===== src/rtl/mmu_inst_utlb.sv =====
`default_nettype none
// ============================================================================
// Module   : mmu_inst_utlb
// Purpose  : Instruction-side MMU with a fully associative micro-TLB.
//            kseg0/kseg1 are translated by fixed mapping with no stall.
//            kuseg/kseg2/kseg3 are looked up in the micro-TLB in the same
//            cycle. A miss stalls fetch and refills from the joint TLB over
//            a level-held req / one-cycle ack handshake. A failed refill
//            raises a one-cycle TLB refill or TLB invalid exception.
// Optional : ITLB_PERF_EN adds the perf_hit_cnt / perf_miss_cnt counters.
// Ports    : clk, resetn (async, active low)
//            fetch side : i_en, i_vaddr, i_rdata, asid, flush, stallreq
//            bus side   : ibus_en, ibus_paddr, ibus_rdata, ibus_cached
//            JTLB side  : jtlb_req, jtlb_vpn, jtlb_ack, jtlb_hit,
//                         jtlb_valid, jtlb_g, jtlb_pfn, jtlb_cached
//            exceptions : exc_refill, exc_invalid
// Revision : 1.0 - initial release
// ============================================================================
module mmu_inst_utlb #(
  parameter int ENTRIES = 4,
  parameter int ASID_W  = 8
) (
  input  logic              clk,
  input  logic              resetn,
  input  logic              i_en,
  input  logic [31:0]       i_vaddr,
  output logic [31:0]       i_rdata,
  input  logic [ASID_W-1:0] asid,
  input  logic              flush,
  output logic              ibus_en,
  output logic [31:0]       ibus_paddr,
  input  logic [31:0]       ibus_rdata,
  output logic              ibus_cached,
  output logic              stallreq,
  output logic              jtlb_req,
  output logic [19:0]       jtlb_vpn,
  input  logic              jtlb_ack,
  input  logic              jtlb_hit,
  input  logic              jtlb_valid,
  input  logic              jtlb_g,
  input  logic [19:0]       jtlb_pfn,
  input  logic              jtlb_cached,
  output logic              exc_refill,
  output logic              exc_invalid
`ifdef ITLB_PERF_EN
  ,
  output logic [31:0]       perf_hit_cnt,
  output logic [31:0]       perf_miss_cnt
`endif
);

  localparam int IDX_W = (ENTRIES > 1) ? $clog2(ENTRIES) : 1;

  typedef enum logic [1:0] {
    IDLE   = 2'd0,
    REFILL = 2'd1,
    FAULT  = 2'd2
  } state_t;

  state_t state, state_nxt;

  // Entry storage: valid bits carry a reset, payload fields do not.
  logic [ENTRIES-1:0] e_valid;
  logic [19:0]        e_vpn    [ENTRIES];
  logic [ASID_W-1:0]  e_asid   [ENTRIES];
  logic               e_g      [ENTRIES];
  logic [19:0]        e_pfn    [ENTRIES];
  logic               e_cached [ENTRIES];

  logic [IDX_W-1:0] victim;
  logic             hit_latched, valid_latched;
  logic             flush_pend;   // a flush was seen while waiting for ack
  logic             load_vpn;

  // ---------------- region decode and lookup ----------------
  logic        unmapped, kseg0;
  logic        hit, hit_cached;
  logic [19:0] hit_pfn;

  assign kseg0    = (i_vaddr[31:29] == 3'b100);
  assign unmapped = (i_vaddr[31:30] == 2'b10);

  // Ascending scan with a first-found guard: the lowest index wins.
  always_comb begin
    hit        = 1'b0;
    hit_pfn    = 20'd0;
    hit_cached = 1'b0;
    for (int i = 0; i < ENTRIES; i++) begin
      if (!hit && e_valid[i] && (e_vpn[i] == i_vaddr[31:12]) &&
          (e_g[i] || (e_asid[i] == asid))) begin
        hit        = 1'b1;
        hit_pfn    = e_pfn[i];
        hit_cached = e_cached[i];
      end
    end
  end

  always_comb begin
    if (unmapped) begin
      ibus_paddr  = {3'b000, i_vaddr[28:0]};
      ibus_cached = kseg0;
    end else begin
      ibus_paddr  = {hit_pfn, i_vaddr[11:0]};
      ibus_cached = hit_cached;
    end
  end

  // Any flush seen during the refill, including one coinciding with ack,
  // turns the response into a silent retry.
  logic discard, refill_ok, we;
  assign discard   = flush_pend | flush;
  assign refill_ok = jtlb_hit & jtlb_valid;
  assign we        = (state == REFILL) & jtlb_ack & refill_ok & ~discard;

  // ---------------- FSM ----------------
  always_ff @(posedge clk or negedge resetn) begin
    if (!resetn) state <= IDLE;
    else         state <= state_nxt;
  end

  always_comb begin
    state_nxt = state;
    stallreq  = 1'b0;
    ibus_en   = 1'b0;
    load_vpn  = 1'b0;
    case (state)
      IDLE: begin
        if (i_en) begin
          if (!unmapped && !hit) begin
            state_nxt = REFILL;
            stallreq  = 1'b1;
            load_vpn  = 1'b1;
          end else begin
            ibus_en = 1'b1;
          end
        end
      end
      REFILL: begin
        stallreq = 1'b1;
        if (jtlb_ack) begin
          if (discard || refill_ok) state_nxt = IDLE;
          else                      state_nxt = FAULT;
        end
      end
      FAULT:   state_nxt = IDLE;
      default: state_nxt = IDLE;
    endcase
  end

  assign jtlb_req    = (state == REFILL);
  assign exc_refill  = (state == FAULT) & ~hit_latched;
  assign exc_invalid = (state == FAULT) & hit_latched & ~valid_latched;
  assign i_rdata     = (i_en && state != FAULT) ? ibus_rdata : 32'd0;

  // ---------------- control registers ----------------
  always_ff @(posedge clk or negedge resetn) begin
    if (!resetn) begin
      jtlb_vpn      <= 20'd0;
      hit_latched   <= 1'b0;
      valid_latched <= 1'b0;
      flush_pend    <= 1'b0;
      victim        <= '0;
      e_valid       <= '0;
    end else begin
      if (load_vpn) jtlb_vpn <= i_vaddr[31:12];
      if (state == REFILL && jtlb_ack) begin
        hit_latched   <= jtlb_hit;
        valid_latched <= jtlb_valid;
        flush_pend    <= 1'b0;
      end else if (state == REFILL && flush) begin
        flush_pend <= 1'b1;
      end
      if (flush) begin
        e_valid <= '0;
      end else if (we) begin
        e_valid[victim] <= 1'b1;
      end
      if (we) victim <= victim + 1'b1;
    end
  end

  always_ff @(posedge clk) begin
    if (we) begin
      e_vpn[victim]    <= jtlb_vpn;
      e_asid[victim]   <= asid;
      e_g[victim]      <= jtlb_g;
      e_pfn[victim]    <= jtlb_pfn;
      e_cached[victim] <= jtlb_cached;
    end
  end

`ifdef ITLB_PERF_EN
  always_ff @(posedge clk or negedge resetn) begin
    if (!resetn) begin
      perf_hit_cnt  <= 32'd0;
      perf_miss_cnt <= 32'd0;
    end else if (state == IDLE && i_en && !unmapped) begin
      if (hit) perf_hit_cnt  <= perf_hit_cnt + 32'd1;
      else     perf_miss_cnt <= perf_miss_cnt + 32'd1;
    end
  end
`endif

endmodule
`default_nettype wire


===== config.mk =====
export PLATFORM = sky130hd
export DESIGN_NAME = mmu_inst_utlb
export DESIGN_NICKNAME = d
export VERILOG_FILES = /design/src/rtl/mmu_inst_utlb.sv
export SDC_FILE = /design/constraint.sdc
export NUM_CORES = 1
export LEC_CHECK = 0
export ABC_AREA = 1
export CORE_MARGIN = 8
export CORE_UTILIZATION = 45
export CTS_BUF_LIST = sky130_fd_sc_hd__clkbuf_4
export CTS_CLUSTER_SIZE = 10
export DETAILED_ROUTE_END_ITERATION = 8
export PLACE_DENSITY = 0.76
export SLEW_MARGIN = 5
export SYNTH_ARGS = -nofsm -noshare
export SYNTH_HDL_FRONTEND = slang
export SYNTH_SLANG_ARGS = --single-unit

===== constraint.sdc =====
create_clock -name clk -period 5.1 [get_ports clk]
set_input_delay 1.02 -clock clk [delete_from_list [all_inputs] [get_ports clk]]
set_output_delay 1.02 -clock clk [all_outputs]
set_load 0.01 [all_outputs]

Yosys cells after proc, flatten, opt, wreduce, memory -nomap -nowiden
Memory sizes are Yosys's and may differ from the RTL's.
Index checks and enable logic that the tools add are counted.
{ "word_totals": {"regBits": 31, "ram_bits": 200, "in_bits": 101, "out_inout_bits": 90, "wordCells": 108, "n_memories": 5} }
{ "mem_list": {"columns": ["name", "depth", "width", "rd", "rd_clocked_by_memory_dff", "write_ports", "line", "rtl"], "rows": [
  ["e_pfn", 4, 20, 4, 0, 1, "67", "logic [19:0] e_pfn [ENTRIES];"],
  ["e_vpn", 4, 20, 4, 0, 1, "64", "logic [19:0] e_vpn [ENTRIES];"],
  ["e_asid", 4, 8, 4, 0, 1, "65", "logic [ASID_W-1:0] e_asid [ENTRIES];"],
  ["e_cached", 4, 1, 4, 0, 1, "68", "logic e_cached [ENTRIES];"],
  ["e_g", 4, 1, 4, 0, 1, "66", "logic e_g [ENTRIES];"]
]} }
{ "op_classes": {"add_sub_neg": 1, "order_cmp": 2, "n_eq_ne": 16, "mux": 35, "bitwise_logic": 12, "n_reduce_logical": 30} }
{ "op_table": {"columns": ["cell", "n"], "rows": [
  ["$eq A20 B20 Y1", 4],
  ["$mux W20", 4],
  ["$mux W32", 2],
  ["$eq A8 B8 Y1", 4],
  ["$mux W1", 20],
  ["$logic_and A1 B1 Y1", 16],
  ["$mux W2", 4],
  ["$mux W4", 2],
  ["$and A1 B1 Y1", 7],
  ["$ne A2 B2 Y1 const B", 3],
  ["$logic_not A1 Y1", 5],
  ["$logic_or A1 B1 Y1", 5],
  ["$eq A2 B2 Y1 const B", 2],
  ["$or A4 B4 Y4", 1],
  ["$pmux W2 S2", 1],
  ["$reduce_bool A2 Y1", 2],
  ["$eq A3 B3 Y1 const B", 1],
  ["$lt A2 B3 Y1 const B", 1],
  ["$not A1 Y1", 3],
  ["$reduce_and A3 Y1", 1],
  ["$add A2 B1 Y2 const B", 1],
  ["$demux W1 S2", 1],
  ["$eq A2 B1 Y1 const B", 1],
  ["$ge A2 B1 Y1 const B", 1],
  ["other kinds (4)", 4]
]} }

Logic depth before layout (Yosys ltp)
Gate-level depths: netlist of run 1.
{ "logic_depth": {"ltp_word": 24, "depth_mapped": 16, "mapped_depth_nobuf": 14} }

Worst setup path after synthesis of run 1
OpenSTA, ideal clock, no wires.
{ "synth_timing": {"kind": "input port to output port", "start": "input port i_vaddr[15]", "end": "output port ibus_paddr[19]", "arrival_time_ps": 2390, "required_time_ps": 4080, "slack_ps": 1690, "path_stages": 14, "n_path_buf": 2, "cell_sequence": "buf_2 inv_2 nand2_1 o21ai_0 nor2_1 nand2_1 nor2_1 nand3_1 nor2_4 nor2_8 nand3_4 buf_6 nand3_2 a21oi_2"} }
{ "synth_between": {"elab_chain_len": 20, "word_cells_on_any_way": 26, "classes_between": "4 x eq/ne; 8 x mux; 14 x reduce/logical"} }
{ "synth_lines": {"columns": ["element", "line", "rtl"], "rows": [
  ["start, declared", "26", "input logic [31:0] i_vaddr,"],
  ["$eq A20 B20 Y1", "89", "if (!hit && e_valid[i] && (e_vpn[i] == i_vaddr[31:12]) &&"],
  ["$logic_and A1 B1 Y1 (2 in series)", "89", null],
  ["$mux W1", "89", null],
  ["$logic_not A1 Y1", "89", null],
  ["$logic_and A1 B1 Y1 (3 in series)", "89", null],
  ["$mux W1", "89", null],
  ["$logic_not A1 Y1", "89", null],
  ["$logic_and A1 B1 Y1 (3 in series)", "89", null],
  ["$mux W1", "89", null],
  ["$logic_not A1 Y1", "89", null],
  ["$logic_and A1 B1 Y1 (3 in series)", "89", null],
  ["$mux W20 *", "89", null],
  ["$mux W32 *", "99", "if (unmapped) begin"],
  ["end, declared", "31", "output logic [31:0] ibus_paddr,"]
]} }
Every way passes the cells marked *; elsewhere a longest branch is shown, timed or not.

Final worst setup path of run 1
{ "layout_timing": {"start": "input port i_vaddr[27]", "end": "output port ibus_paddr[19]"} }
Same word-level chain as after synthesis.

==> flow_summary.json, run 1 <==
{
  "crit_fanout": 10,
  "ctsHoldBuffers": 0,
  "path_depth": 13,
  "drt-pass1-iter-count": 6,
  "drive_above_1_share_pct": 17.7,
  "fin_crit_sh_pct": 96.1,
  "hold_path.class": "reg2reg",
  "drc_errors": 0,
  "setup_violations": 0,
  "outcome": "complete, no violations",
  "die_area_mm2": 0.0300,
  "grt-ovfl-total": 0,
  "rows": 57,
  "ys_seq_area_share_pct": 61.1,
  "yosys-top-cells-area": "edfxtp_1 54%, nand2_1 11%, dfrtp_1 7.0%",
  "die_x_um": 173,
  "insertion_delay_ns": 0.69,
  "end_kind": "output pin",
  "arrival_ns": 3.88,
  "path_delay_family": "simple AND/OR/NAND/NOR gates",
  "path_clk_slew_ns": 0.05,
  "wl_mm": 29.6,
  "relSlewSlack_pct": 36.2,
  "portBuffers": 166,
  "power.leakage_nw": 5.98,
  "grt_start_max_net_pins": 51,
  "worst-path-buf-inv": 3,
  "synth_cells": 1111,
  "layout.nets": 1439,
  "r2r_cells": 8,
  "antenna_found_initial": 1,
  "place_congestion": 0.922,
  "synth_edf_count": 200,
  "cpPeakStageDelay_ns": 0.56,
  "design_area_mm2": 0.0140,
  "setup_tns_ns": 0,
  "drv_slew": 0,
  "grt_pass1_vias": 8347,
  "synth.avg_cell_area_um2": 10.0,
  "cts_tree": "built",
  "reg2reg_from": "state[1]$_DFFE_PN0P_",
  "synth_top_area_share_pct": 54.1,
  "seq_area_mm2": 0.00678,
  "htree_levels": 2,
  "cap_violations": 0,
  "finalClockSkew_ns": 0.0275,
  "num_vias": 8337,
  "worst_slew_pin_slew_ns": 0.955,
  "async_reset_ff_share_pct": 13.4,
  "synthTopCellsByCount": "317 x nand2_1, 200 x edfxtp_1, 139 x inv_1",
  "setup_ws_ns": 0.198,
  "cts_root_buffer": "clkbuf_4",
  "place_ws_ns": -0.0119,
  "start_util_pct": 45.8,
  "instances_no_fill": 1705,
  "hpwl_mm": 20.9,
  "fillers": 2071,
  "max_clock_freq_ghz": 0.204,
  "ir_worst_vdd_uv": 169,
  "placed_area_mm2": 0.0131,
  "grt_use_total_pct": 19.6,
  "grt_pass1_wl_mm": 46.3,
  "hold_depth": 2,
  "syn2layout_area_growth_pct": 25.7,
  "placeableCoreArea_mm2": 0.0242,
  "ant_nets": 0,
  "multi_input_area_mm2": 0.00338,
  "synth_area_mm2": 0.0111,
  "syn_nets": 1216,
  "dieHeight_um": 173,
  "synth_most_common_cell": "nand2_1",
  "ios": 191,
  "cp-start-kind": "input port",
  "cp_slowest_cell": "clkdlybuf4s50_1",
  "crit_start": "i_vaddr[27]",
  "drtIter0Drc": 754,
  "dp_cells": 1588,
  "ys_ff_latch": 231,
  "finalHoldViolations": 0,
  "via_per_inst": 4.89,
  "required_ns": 4.08,
  "synth_warnings": 0,
  "layout_min_cycle_time_ns": 4.90,
  "wl_per_cell_um": 17.4,
  "power_density_mw_per_mm2": 316,
  "cts_buffer_depth": 3,
  "synth_ff_type": "edfxtp_1",
  "synth_top_cell_by_area": "edfxtp_1",
  "yosysUniqueCellTypes": 40,
  "cts_buffers": 60,
  "crit_type": "in2out",
  "worstHoldStart": "valid_latched$_DFFE_PN0P_",
  "clock-sinks": 231,
  "crit_chain": "clkdlybuf4s50_1, inv_2, o21ai_0, nor2_1, nand2_1, nor2_1, nand3_1, nor2_2, nand3_2, nand3_1, nand3_2, a21oi_2, clkdlybuf4s50_1"
}
-- layout by cell type, fill, tap and decap left out, types with 2 or more instances in the layout --
cell / netlist / final
a21oi_1: 4 / 4
xnor2_1: 27 / 26
xor2_1: 14 / 14
o21ai_2: 21 / 21
nor2_2: 6 / 6
nand3b_1: 11 / 11
clkinv_1: 0 / 13
o22ai_1: 2 / 2
o21ai_1: 10 / 10
nand3_1: 41 / 41
o21ai_0: 14 / 14
inv_1: 139 / 135
nand4_1: 20 / 20
inv_2: 25 / 31
nand2_2: 18 / 18
nor2_4: 3 / 3
edfxtp_1: 200 / 200
nand3_4: 2 / 2
dlymetal6s2s_1: 0 / 14
nand2_1: 317 / 317
nor2_1: 120 / 120
ha_1: 4 / 4
buf_12: 2 / 2
clkbuf_4: 0 / 90
a21oi_2: 10 / 10
buf_4: 20 / 38
clkinv_2: 0 / 3
dfrtp_1: 31 / 31
nand3_2: 12 / 12
clkdlybuf4s50_1: 0 / 151
nor2_8: 2 / 2
nor3_1: 2 / 2
-- per-stage QoR --
step                      util, %  hold slack, ns  total power, mW
after floorplan                 -           0.443             2.58
after global placement       54.1           0.460             2.90
after detailed placement     54.1           0.473             2.91
after CTS                    57.1           0.485             4.45
after global routing         57.6           0.497             4.61
final                        57.6           0.479             4.41
-- kinds of logic (layout without fill, tap and decap cells) --
logic type | after synthesis | count (layout) | share of synthesized area [%]
AND/OR/NAND/NOR | 561 | 561 | 22.6
other | 0 | 1 | 0
buffers and inverters | 210 | 479 | 8.60
AO/OA/AOI/OAI | 64 | 64 | 4.03
flip-flops | 231 | 231 | 61.1
XOR/XNOR | 41 | 41 | 3.23
adder cells (fa/ha/maj) | 4 | 4 | 0.451
-- what timing repair did --
| item | CTS | global route |
|---|---|---|
| buffers inserted | 0 | 8 |
| endpoints found under the hold margin | 0 | 0 |
| gates resized for setup | 1 | 18 |
| pin swaps | 0 | 1 |
| endpoints found under the setup margin | 5 | 21 |
-- path summary, 6_finish.rpt --
| path | end | slack [ns] |
|---|---|---|
| max | ibus_paddr[19] | 0.20 |
| min | valid_latched$_DFFE_PN0P_ | 0.48 |
| max reg2reg | e_vpn[1][16]$_DFFE_PP_ | 2.13 |
| min reg2reg | valid_latched$_DFFE_PN0P_ | 0.48 |
| max in group asynchronous | jtlb_vpn[5]$_DFFE_PN0P_ | 3.96 |
| min in group asynchronous | jtlb_vpn[2]$_DFFE_PN0P_ | 0.77 |
-- state kept, by name (all words and copies together) (netlist names), 2 cells and up --
| name | cells |
|---|---|
| victim | 2 |
| e_cached | 4 |
| jtlb_vpn | 20 |
| state | 2 |
| e_asid | 32 |
| e_pfn | 80 |
| e_vpn | 80 |
| e_g | 4 |
| e_valid | 4 |
-- cell type report --
type                    count  area share [%]
clock inverters            18           0.511
repair buffers            207            14.5
well taps                 324            2.90
multi-input cells         670            24.2
flip-flops and latches    231            48.6
inverters                 164            4.41
clock buffers              90            4.84
diodes                      1          0.0179
-- worst min-delay path: stages (launching register included) --
cell and delay [ns]:
dfrtp_1 0.34, nand2_1 0.05, nand2_1 0.05
-- metal layers --
metal	track usage [%]	up-vias	share of wire (%)
li1	-	4043	-
met1	23.6	3913	39
met2	33.4	327	50
met3	4.90	54	8.1
met4	7.58	0	2.9
met5	0	-	0
-- where the power goes --
group          internal, mW  total, mW  switching, mW
sequential             2.18       2.29          0.114
combinational         0.282      0.581          0.298
clock                 0.803       1.54          0.736
(Power assumes the default switching activity.)
==> inputs of run 2 (changes only) <==
Settings changed: ABC_AREA 1 to default, PLACE_DENSITY 0.76 to 0.77.
==> flow_summary.json, run 2 <==
{
  "regToRegEndpoint": "jtlb_vpn[16]$_DFFE_PN0P_",
  "hold_path.class": "reg2reg",
  "cts_tree": "built",
  "r2r_setup_slack_ns": 2.29,
  "placeableCoreArea_mm2": 0.0218,
  "syn2layout_area_growth_pct": 32.8,
  "drv_slew": 0,
  "crit_type": "in2out",
  "start_util_pct": 45.7,
  "worstHoldStart": "flush_pend$_DFFE_PN0P_",
  "setup_violations": 0,
  "cts_buffer_depth": 3,
  "grt-ovfl-total": 0,
  "synth_warnings": 0,
  "arrival_ns": 4.02,
  "rows": 54,
  "drive_above_1_share_pct": 24.9,
  "die_x_um": 165,
  "hold-path-endpoint": "state[1]$_DFFE_PN0P_",
  "worst_slew_pin_slew_ns": 0.948,
  "r2r_cells": 8,
  "finalClockSkew_ns": 0.0352,
  "mostFrequentLayoutCells": "200 x edfxtp_1, 143 x clkdlybuf4s50_1, 103 x xor2_1",
  "reg_top3": "e_pfn: 80 flops, e_vpn: 80 flops, e_asid: 32 flops",
  "hpwl_mm": 18.5,
  "synth_top_cell_by_area": "edfxtp_1",
  "setup_tns_ns": 0,
  "htree_levels": 2,
  "finalHoldViolations": 0,
  "layout_min_cycle_time_ns": 5.04,
  "synth_most_common_cell": "edfxtp_1",
  "cts_root_buffer": "clkbuf_4",
  "insertion_delay_ns": 0.67,
  "synth_top_area_share_pct": 60.4,
  "wl_per_cell_um": 21.5,
  "outcome": "complete, no violations",
  "num_vias": 6451,
  "ant_nets": 0,
  "grt_pass1_wl_mm": 39.0,
  "end_kind": "output pin",
  "synth_ff_type": "edfxtp_1",
  "synth_area_mm2": 0.00995,
  "path_clk_slew_ns": 0.07,
  "layout.nets": 994,
  "max_clock_freq_ghz": 0.198,
  "drt-pass1-iter-count": 6,
  "wl_mm": 26.2,
  "relSlewSlack_pct": 36.8,
  "cp-start-kind": "input port",
  "instances_no_fill": 1219,
  "synth_cells": 634,
  "grt_pass1_vias": 6866,
  "place_congestion": 0.836,
  "seq_area_mm2": 0.00678,
  "synthTopCellsByCount": "200 x edfxtp_1, 103 x xor2_1, 32 x and3_1",
  "grt_start_max_net_pins": 52,
  "yosysUniqueCellTypes": 46,
  "grt_use_total_pct": 19.2,
  "yosys-top-cells-area": "edfxtp_1 60%, xor2_1 9.1%, dfrtp_1 7.8%",
  "synth_edf_count": 200,
  "drc_errors": 0,
  "crit_fanout": 9,
  "via_per_inst": 5.29,
  "ir_worst_vdd_uv": 268,
  "fin_crit_sh_pct": 98.8,
  "ys_ff_latch": 231,
  "final_common_cell": "edfxtp_1",
  "ys_seq_area_share_pct": 68.2,
  "clock-sinks": 231,
  "cap_violations": 0,
  "antenna_found_initial": 1,
  "required_ns": 4.08,
  "drtIter0Drc": 432,
  "async_reset_ff_share_pct": 13.4,
  "die_area_mm2": 0.0271,
  "dieHeight_um": 165,
  "portBuffers": 166,
  "power.leakage_nw": 5.08,
  "ios": 191,
  "dp_cells": 1107,
  "fillers": 1626,
  "whs_ns": 0.474,
  "ctsHoldBuffers": 0,
  "power_density_mw_per_mm2": 339,
  "reg2reg_from": "e_asid[3][6]$_DFFE_PP_",
  "cts_buffers": 57,
  "multi_input_area_mm2": 0.00283,
  "syn_nets": 739,
  "synth.avg_cell_area_um2": 15.7,
  "hold_depth": 1
}
-- run 2: cell types whose count changed after synthesis, sizes merged, moves of 7 or more --
cell / before / now
nand2: 336 / 9
inv: 164 / 4
nor2: 131 / 12
xor2: 14 / 103
nand3: 55 / 4
and3: 1 / 32
nor4: 1 / 30
mux2: 0 / 22
a221oi: 0 / 21
a22oi: 0 / 17
xnor2: 27 / 10
nand4: 20 / 6
nand3b: 12 / 1
a21oi: 14 / 7
-- run 2: worst max-delay path by stage --
stage / slack (ns) / from / endpoint / depth (start not counted)
6_report: 0.06 / i_vaddr[12] / ibus_paddr[15] / 13
5_1_grt: -0.02 / i_vaddr[15] / ibus_paddr[15] / 14
4_1_cts: 0.008 / i_vaddr[13] / ibus_paddr[26] / 11
3_5_place_dp: -0.21 / i_vaddr[26] / ibus_paddr[23] / 10
3_3_place_gp: -0.25 / i_vaddr[18] / ibus_paddr[23] / 13
2_1_floorplan: 1.29 / i_vaddr[30] / ibus_paddr[18] / 9
-- run 2: logic make-up (layout without fill, tap and decap cells) --
| family | count (synthesis) | after routing | share of synthesized area [%] |
|---|---|---|---|
| flip-flops | 231 | 231 | 68.2 |
| AND/OR/NAND/NOR | 116 | 116 | 7.77 |
| XOR/XNOR | 113 | 113 | 9.95 |
| AO/OA/AOI/OAI | 90 | 90 | 6.68 |
| buffers and inverters | 58 | 362 | 4.46 |
| multiplexers | 22 | 22 | 2.49 |
| adder cells (fa/ha/maj) | 4 | 4 | 0.503 |
| other | 0 | 1 | 0 |
-- run 2: through the flow --
stage	cell area, um2	utilization (%)	power [mW]	worst slack, ns
final	13200	60.7	4.47	0.0602
after global routing	13200	60.7	4.66	-0.0178
after CTS	13100	60.2	4.52	0.00784
after detailed placement	12200	56.2	2.87	-0.212
after global placement	12200	56.2	2.86	-0.246
after floorplan	9950	-	2.53	1.29
-- run 2: area by class of cell --
type / instances / area share (%)
Timing Repair Buffer: 250 / 18.4
Inverter: 4 / 0.114
Clock buffer: 92 / 5.23
Antenna cell: 1 / 0.0189
Clock inverter: 16 / 0.890
Multi-Input combinational cell: 345 / 21.4
Sequential cell: 231 / 51.3
Tap cell: 280 / 2.65
-- run 2: repair_timing --
item                                    in CTS  in global routing
buffers inserted                             2                  1
endpoints found under the setup margin      22                 22
pin swaps                                    2                  7
gates resized for setup                     10                 37
-- run 2: where the power goes --
| part | internal [mW] | switching (mW) |
|---|---|---|
| Clock | 0.918 | 0.726 |
| Combinational | 0.295 | 0.256 |
| Sequential | 2.19 | 0.0940 |
| Total | 3.40 | 1.08 |
-- run 2: routing by layer --
metal	GRT usage, %	wire length (um)	up-vias
met3	5.93	2610	57
met4	5.94	573	0
met2	33.1	13000	313
li1	-	-	2943
met1	22.5	10000	3138
met5	0	0	-
-- run 2: critical path, cell delays in order --
cell             delay (ns)
clkdlybuf4s50_1        0.61
xor2_1                 0.14
nor4_1                 0.41
buf_4                  0.18
nand4_1                0.12
nor3_4                 0.35
buf_4                  0.18
nor4_4                 0.04
buf_12                 0.14
buf_4                  0.14
a22oi_2                0.12
o21ai_1                0.08
clkdlybuf4s50_1        0.48
==> inputs of run 3 (changes only) <==
Settings changed: PLACE_DENSITY 0.77 to 0.8.
Clock period 5.1 ns to 4.5 ns, I/O delays scaled along.
==> flow_summary.json, run 3 (synthesis results as in run 2) <==
{
  "finalHoldViolations": 0,
  "die_area_mm2": 0.0271,
  "cts_buffer_depth": 3,
  "layout.nets": 997,
  "hold_depth": 1,
  "grt_pass1_wl_mm": 38.6,
  "setup_violations": 0,
  "grt-ovfl-total": 0,
  "arrival_ns": 3.50,
  "start_util_pct": 45.7,
  "design_area_mm2": 0.0131,
  "hold_path.class": "reg2reg",
  "place_congestion": 0.903,
  "clock-sinks": 231,
  "htree_levels": 2,
  "rows": 54,
  "portBuffers": 166,
  "worst_slew_pin_slew_ns": 0.853,
  "seq_area_mm2": 0.00678,
  "fin_crit_sh_pct": 97.8,
  "grt_pass1_vias": 6791,
  "required_ns": 3.60,
  "hold-path-endpoint": "state[1]$_DFFE_PN0P_",
  "dieHeight_um": 165,
  "num_vias": 6515,
  "cts_tree": "built",
  "worstHoldStart": "flush_pend$_DFFE_PN0P_",
  "final_common_cell": "edfxtp_1",
  "reg2reg_from": "e_vpn[0][8]$_DFFE_PP_",
  "relSlewSlack_pct": 43.1,
  "ir_worst_vdd_uv": 273,
  "ctsHoldBuffers": 0,
  "placed_area_mm2": 0.0122,
  "fillers": 1628,
  "finalClockSkew_ns": 0.0507,
  "postLayoutCoreUtil_pct": 60.4,
  "power_density_mw_per_mm2": 371,
  "drtIter0Drc": 405,
  "drive_above_1_share_pct": 27.6,
  "r2r_setup_slack_ns": 1.70,
  "placeableCoreArea_mm2": 0.0218,
  "whs_ns": 0.479,
  "end_kind": "output pin",
  "place_ws_ns": -0.451,
  "insertion_delay_ns": 0.67,
  "mostFrequentLayoutCells": "200 x edfxtp_1, 127 x clkdlybuf4s50_1, 102 x xor2_1",
  "via_per_inst": 5.34,
  "cts_buffers": 55,
  "drc_errors": 0,
  "cts_root_buffer": "clkbuf_4",
  "wl_mm": 25.9,
  "wl_per_cell_um": 21.2,
  "grt_start_max_net_pins": 52,
  "regToRegEndpoint": "jtlb_vpn[5]$_DFFE_PN0P_",
  "power.leakage_nw": 4.86,
  "instances_no_fill": 1219,
  "hpwl_mm": 17.4,
  "layout_min_cycle_time_ns": 4.40,
  "cap_violations": 0,
  "r2r_cells": 9,
  "die_x_um": 165,
  "drv_slew": 0,
  "ant_nets": 0,
  "path_clk_slew_ns": 0.06,
  "crit_fanout": 5,
  "antenna_found_initial": 2,
  "max_clock_freq_ghz": 0.227,
  "outcome": "complete, no violations",
  "drt-pass1-iter-count": 4,
  "syn2layout_area_growth_pct": 32.1,
  "crit_type": "in2out",
  "dp_cells": 1106,
  "multi_input_area_mm2": 0.00291,
  "cp-start-kind": "input port",
  "reg_top3": "e_pfn: 80 flops, e_vpn: 80 flops, e_asid: 32 flops",
  "setup_ws_ns": 0.101,
  "grt_use_total_pct": 18.7,
  "ios": 191
}
-- run 3: cell types whose count changed in the layout (fill, tap and decap cells not counted), sizes merged --
cell / delta
diode: +1
clkdlybuf4s50: -16
clkinv: +4
buf: +11
clkbuf: -1
clkdlybuf4s15: +3
bufinv: -2
clkinvlp: -1
bufbuf: +1
dlygate4sd2: +16
dlymetal6s2s: -16
-- run 3: per-stage QoR --
stage	setup TNS, ns	total power [mW]
6_report	0	4.88
3_3_place_gp	-7.71	3.24
4_1_cts	0	4.92
3_5_place_dp	-8.54	3.26
5_1_grt	-0.204	5.09
2_1_floorplan	0	2.87
-- run 3: routing by layer --
metal	track usage, %	share of wire, %	vias up
li1	-	-	2950
met1	22.3	38	3206
met2	31.7	49	310
met3	5.73	9.7	49
met4	6.27	2.6	0
met5	0	0	-
-- run 3: how the worst max path moves through the flow --
stage                     start              to  slack [ns]  depth (start not counted)
floorplan           i_vaddr[30]  ibus_paddr[18]        0.93                          9
global placement    i_vaddr[29]  ibus_paddr[15]       -0.40                         11
detailed placement  i_vaddr[20]  ibus_paddr[15]       -0.45                          9
CTS                     asid[6]  ibus_paddr[29]      0.0003                         13
global route        i_vaddr[20]         ibus_en       -0.05                         10
finish              i_vaddr[20]  ibus_paddr[27]        0.10                         12
-- run 3: power by group --
group	total, mW	internal [mW]	switching, mW
Combinational	0.618	0.331	0.287
Clock	1.67	0.863	0.807
Sequential	2.59	2.48	0.113
Total	4.88	3.67	1.21
-- run 3: critical path, cell delays in order --
cell	delay, ns
dlygate4sd2_1	0.33
xor2_1	0.19
nor4_2	0.43
nand4_1	0.27
nor4_4	0.34
buf_6	0.17
nor4_4	0.05
buf_6	0.13
clkbuf_16	0.16
a22oi_2	0.13
o21ai_1	0.10
dlygate4sd2_1	0.29
-- run 3: timing repair --
item,in CTS,in global routing
resized for setup,76,46
buffers inserted,3,3
cloned,2,1
setup endpoints to repair,23,23
pin swaps,10,15
-- run 3: cell type report --
class	instances	share of cell area, %
timing repair buffer	255	18.1
clock inverter	17	0.542
tap	280	2.66
multi-input combinational	345	22.1
sequential	231	51.6
inverter	4	0.114
clock buffer	85	4.85
antenna	2	0.0381
